===== src/rtl/alu_seq_pkg.sv =====
// Shared types and constants for the ALU operation sequencer: opcode values,
// one-hot function bit positions, FSM state encoding and default widths.
package alu_seq_pkg;

  localparam int DATA_W_DEF = 16;
  localparam int FN_W_DEF   = 11;
  localparam int OP_W_DEF   = 4;

  localparam logic [OP_W_DEF-1:0] OP_LOAD = 4'd0;
  localparam logic [OP_W_DEF-1:0] OP_ADD  = 4'd1;
  localparam logic [OP_W_DEF-1:0] OP_SUB  = 4'd2;
  localparam logic [OP_W_DEF-1:0] OP_MPY  = 4'd3;
  localparam logic [OP_W_DEF-1:0] OP_DIV  = 4'd4;
  localparam logic [OP_W_DEF-1:0] OP_AND  = 4'd5;
  localparam logic [OP_W_DEF-1:0] OP_OR   = 4'd6;
  localparam logic [OP_W_DEF-1:0] OP_NOT  = 4'd7;
  localparam logic [OP_W_DEF-1:0] OP_SHR  = 4'd8;
  localparam logic [OP_W_DEF-1:0] OP_SHL  = 4'd9;
  localparam logic [OP_W_DEF-1:0] OP_NOTA = 4'd10;

  localparam int FN_LOAD = 0;
  localparam int FN_ADD  = 1;
  localparam int FN_SUB  = 2;
  localparam int FN_MPY  = 3;
  localparam int FN_DIV  = 4;
  localparam int FN_AND  = 5;
  localparam int FN_OR   = 6;
  localparam int FN_NOT  = 7;
  localparam int FN_SHR  = 8;
  localparam int FN_SHL  = 9;
  localparam int FN_NOTA = 10;

  typedef enum logic [1:0] {
    IDLE     = 2'd0,
    ISSUE    = 2'd1,
    DIV_HOLD = 2'd2,
    WB       = 2'd3
  } state_t;

endpackage


===== src/rtl/alu_op_decoder.sv =====
// Combinational opcode decoder: one-hot ALU function, x/y gate enables and
// the writeback/sequencing attributes of each operation.
module alu_op_decoder
  import alu_seq_pkg::*;
#(
  parameter int OP_W = OP_W_DEF,
  parameter int FN_W = FN_W_DEF
) (
  input  logic [OP_W-1:0] opcode,
  output logic [FN_W-1:0] fn,
  output logic            c7,
  output logic            c14,
  output logic            writes_mr,
  output logic            is_div,
  output logic            illegal
);

  always_comb begin
    // NOTE: every output gets a default before the case so no path leaves
    // a variable unassigned, which would otherwise infer a latch.
    fn        = '0;
    c7        = 1'b0;
    c14       = 1'b0;
    writes_mr = 1'b0;
    is_div    = 1'b0;
    illegal   = (opcode > OP_NOTA);

    if (!illegal) begin
      fn = FN_W'(1) << opcode;
    end

    case (opcode)
      OP_LOAD: c14 = 1'b1;
      OP_ADD, OP_SUB, OP_AND, OP_OR: begin
        c7  = 1'b1;
        c14 = 1'b1;
      end
      OP_MPY: begin
        c7        = 1'b1;
        c14       = 1'b1;
        writes_mr = 1'b1;
      end
      OP_DIV: begin
        c7     = 1'b1;
        c14    = 1'b1;
        is_div = 1'b1;
      end
      OP_NOT:          c14       = 1'b1;
      OP_SHR, OP_SHL:  writes_mr = 1'b1;
      OP_NOTA:         c7        = 1'b1;
      default: ;
    endcase
  end

endmodule


===== src/rtl/alu_op_sequencer.sv =====
// Issues one ALU operation per request and writes the result back into ACC/MR.
// Optional feature: define DIV0_TRAP_EN to trap divide-by-zero without issuing it.
module alu_op_sequencer
  import alu_seq_pkg::*;
#(
  parameter int DATA_W = DATA_W_DEF,
  parameter int FN_W   = FN_W_DEF,
  parameter int OP_W   = OP_W_DEF
) (
  input  logic              clk,
  input  logic              rst_n,
  input  logic              start,
  input  logic [OP_W-1:0]   opcode,
  input  logic [DATA_W-1:0] operand,
  input  logic [DATA_W-1:0] alu_result,
  input  logic [DATA_W-1:0] alu_mr,
  output logic [FN_W-1:0]   fn,
  output logic              c7,
  output logic              c14,
  output logic [DATA_W-1:0] alu_x,
  output logic [DATA_W-1:0] acc,
  output logic [DATA_W-1:0] mr,
  output logic              busy,
  output logic              done,
  output logic              err
);

  state_t          state, state_nxt;
  logic [OP_W-1:0] op_q;
  logic            err_q;

  logic [FN_W-1:0] dec_fn;
  logic            dec_c7, dec_c14, dec_writes_mr, dec_is_div, dec_illegal;
  logic            illegal_in, trap_in;

  alu_op_decoder #(.OP_W(OP_W), .FN_W(FN_W)) u_dec (
    .opcode    (op_q),
    .fn        (dec_fn),
    .c7        (dec_c7),
    .c14       (dec_c14),
    .writes_mr (dec_writes_mr),
    .is_div    (dec_is_div),
    .illegal   (dec_illegal)
  );

  // Request attributes judged at acceptance time, before op_q is loaded.
  always_comb begin
    illegal_in = (opcode > OP_NOTA);
    trap_in    = 1'b0;
`ifdef DIV0_TRAP_EN
    trap_in    = (opcode == OP_DIV) && (operand == '0);
`else
    trap_in    = 1'b0;
`endif
  end

  always_ff @(posedge clk or negedge rst_n) begin
    // NOTE: clocked state uses non-blocking assignments so every register
    // samples pre-edge values regardless of process ordering.
    if (!rst_n) state <= IDLE;
    else        state <= state_nxt;
  end

  always_comb begin
    state_nxt = state;
    case (state)
      IDLE:     if (start) state_nxt = trap_in ? WB : ISSUE;
      ISSUE:    state_nxt = dec_is_div ? DIV_HOLD : WB;
      DIV_HOLD: state_nxt = WB;
      WB:       state_nxt = IDLE;
      default:  state_nxt = IDLE;
    endcase
  end

  // The ALU is only driven while an operation is in flight.
  always_comb begin
    fn   = '0;
    c7   = 1'b0;
    c14  = 1'b0;
    if (state == ISSUE || state == DIV_HOLD) begin
      fn  = dec_fn;
      c7  = dec_c7;
      c14 = dec_c14;
    end
    busy = (state != IDLE);
    done = (state == WB);
    err  = done && err_q;
  end

  always_ff @(posedge clk or negedge rst_n) begin
    if (!rst_n) begin
      op_q  <= '0;
      alu_x <= '0;
      acc   <= '0;
      mr    <= '0;
      err_q <= 1'b0;
    end else begin
      case (state)
        IDLE: if (start) begin
          op_q  <= opcode;
          alu_x <= operand;
          err_q <= illegal_in || trap_in;
        end
        ISSUE: if (!dec_illegal && !dec_is_div) begin
          acc <= alu_result;
          if (dec_writes_mr) mr <= alu_mr;
        end
        // Quotient was formed on the ISSUE negedge; it is stable by now.
        DIV_HOLD: acc <= alu_result;
        default: ;
      endcase
    end
  end

endmodule


===== config.mk =====
export PLATFORM = sky130hd
export DESIGN_NAME = alu_op_sequencer
export DESIGN_NICKNAME = d
export VERILOG_FILES = /design/src/rtl/alu_seq_pkg.sv /design/src/rtl/alu_op_decoder.sv /design/src/rtl/alu_op_sequencer.sv
export SDC_FILE = /design/constraint.sdc
export NUM_CORES = 1
export LEC_CHECK = 0
export CORE_ASPECT_RATIO = 2
export CORE_MARGIN = 2
export CORE_UTILIZATION = 41
export CTS_CLUSTER_DIAMETER = 40
export DETAILED_ROUTE_END_ITERATION = 12
export PLACE_DENSITY = 0.88
export SLEW_MARGIN = 10
export SYNTH_ARGS = -nofsm -noshare
export SYNTH_HDL_FRONTEND = slang
export SYNTH_HIERARCHICAL = 1
export SYNTH_SLANG_ARGS = --single-unit

===== constraint.sdc =====
create_clock -name clk -period 2.3 [get_ports clk]
set_input_delay 0.23 -clock clk [delete_from_list [all_inputs] [get_ports clk]]
set_output_delay 0.23 -clock clk [all_outputs]
set_load 0.05 [all_outputs]

==> flow_summary.ini <==
[cells_and_area]
num-nets-final = 362
drive_gt1_share_pct = 27.81
area_delta_synth_final_pct = 54.24
n_antenna_cell = 0

[timing]
min_period_ps = 2050
grt_setup_unrepaired = no
fin_worst_skew_ps = 4.967
drv_slew = 0
fmax_ghz = 0.4878
finalSetupViolCount = 0
max-slew-margin-rel_pct = 53.60
setup_ws_ps = 250.0
setup_tns_ps = 0
worst_slew_pin_slew_ps = 695.9
hold_viol_final = 0
post-route-period-util_pct = 89.13

[detailed_routing]
drc = 0
postRouteAntennaNets = 0
drt_iter0_drc = 61
vias = 1858
via_per_inst = 5.090
post_drt_wl_per_cell_um = 16.61
drt_wl_total_um = 6063
drt-pass1-iter-count = 4

[clock_network]
cts_sinks = 55
numCtsBuffers = 5
ctsLongestPathBuffers = 2
ctsHoldBuffers = 0
clkLatencyLatePin_ps = 290
cts_root_buf = clkbuf_16
cts_tree = done
cts_resized = 0
clk_pin_slew_ps = 70
postCtsSetupRepairBufs = 0
h-tree-depth = 2

[worst_hold_path]
hold_class = input pin to asynchronous set/reset pin

[synth]
ys_seq_area_share_pct = 55.19
avgSynthCellArea_um2 = 13.85
synth_top_area_share_pct = 55.19
synth.net_count = 240
ys_types = 29
yosys_warnings = 6
synth_area_leader_cell = dfrtp_1
synth-seq-cells = 55
synth_area_leaders = dfrtp_1, mux2_2, mux2_4, and2_1, ha_1
netlist_area_mm2 = 0.002494
synth_cells = 180

[global_routing]
grt_usage_pct = 18.88
grt_max_degree = 56
antenna_found_initial = 0
grt-ovfl-total = 0
grt_pass1_wl_um = 9259
first_global_vias = 1958

[worst_setup_path]
r2r_cells = 6
cp.arrival_ps = 1820
cp.required_ps = 2070
crit_path_end_kind = output port
crit_type = flip-flop to output port
worstSetupStartpointType = flip-flop
worstPathMaxFanout = 5

[floorplan]
dieArea_mm2 = 0.006760
die_w_um = 59.15
start_util_pct = 41.87
core_mm2 = 0.005956
dieHeight_um = 114.3
pin_count = 119
rows = 40

[placement]
pre_cts_ws_ps = 337.1
io_buffer_count = 118
gp_congestion = 0.8637
dp_hpwl_um = 4590

[run]
maxCapViolCount = 0

[status]
status = finished, final reports clean
[worst paths after layout]
kind | end | slack [ps] | startpoint
min reg2reg | err_q | 480 | err_q
min in group clk | err_q | 480 | err_q
max | err | 250 | state[1]
max in group asynchronous | err_q | 1770 | rst_n
max reg2reg | mr[10] | 330 | state[1]
min | mr[3] | 60 | rst_n
[metal layers]
layer	share of wire [%]	up-vias	global-route usage, %
met5	0	-	0
met4	4.6	0	11.82
met3	4.6	20	3.616
met2	59	70	35.85
met1	32	912	17.02
li1	-	856	-
[cells in the mapped netlist]
master,number
a21o_1,1
a21oi_1,3
a221oi_2,1
and2_1,14
and3b_1,1
buf_12,1
buf_2,5
buf_4,1
buf_6,2
clkbuf_1,1
dfrtp_1,55
ha_1,5
inv_1,4
mux2_2,42
mux2_4,10
mux2i_4,1
nand2_1,5
nand2b_1,4
nand2b_4,1
nand3_1,1
nand3b_1,1
nor2_1,7
nor2b_1,1
nor2b_4,1
nor3_1,7
nor4_1,1
o21ai_0,2
o22ai_1,1
o31ai_1,1
[worst max-delay path, cell delays in order, from the launching register on]
cell,delay [ps]
dfrtp_1,420
ha_1,190
and2_1,120
clkdlybuf4s50_1,800
[logic make-up (layout without fill, tap and decap cells)]
family,count (synthesis),in the layout,share of synthesized area (%)
AO/OA/AOI/OAI,9,9,2.459
buffers and inverters,14,136,3.763
multiplexers,53,53,25.89
AND/OR/NAND/NOR,44,44,10.19
adder cells (fa/ha/maj),5,5,2.509
flip-flops,55,55,55.19
[cells in the final DEF, fill, tap and decap left out]
master,count
a21o_1,1
a21oi_1,3
a221oi_2,1
and2_1,14
and3b_1,1
buf_2,1
buf_4,21
bufinv_16,1
clkbuf_1,1
clkbuf_16,5
clkdlybuf4s50_1,103
dfrtp_1,55
ha_1,5
inv_1,4
mux2_2,42
mux2_4,10
mux2i_4,1
nand2_1,5
nand2b_1,4
nand2b_4,1
nand3_1,1
nand3b_1,1
nor2_1,7
nor2b_1,1
nor2b_4,1
nor3_1,7
nor4_1,1
o21ai_0,2
o22ai_1,1
o31ai_1,1
[area by class of cell]
class / instances / area [µm²]
Clock buffer: 6 / 128.9
Clock inverter: 1 / 30.03
Fill cell: 486 / 2110
Inverter: 4 / 15.01
Multi-Input combinational cell: 111 / 1023
Sequential cell: 55 / 1376
Tap cell: 63 / 78.83
Timing Repair Buffer: 125 / 1194
[per-stage QoR]
| stage | hold WS, ps | util (%) | cells | cell area (µm²) |
|---|---|---|---|---|
| finish | 57.15 | 64.58 | 365 | 3846 |
| global route | 109.9 | 64.58 | 365 | 3846 |
| CTS | 87.36 | 64.58 | 365 | 3846 |
| detailed placement | 402.6 | 61.91 | 358 | 3687 |
| global placement | 395.4 | 61.91 | 358 | 3687 |
| floorplan | -65.59 | - | 180 | 2494 |
[flip-flops by register name (all words and copies together), names as in the netlist]
signal  count
op_q        4
mr         16
acc        16
state       2
alu_x      16
err_q       1
Power is left out: the tool's default activity adds up to more than one toggle a clock period on the data nets, which glitch-free logic cannot reach.
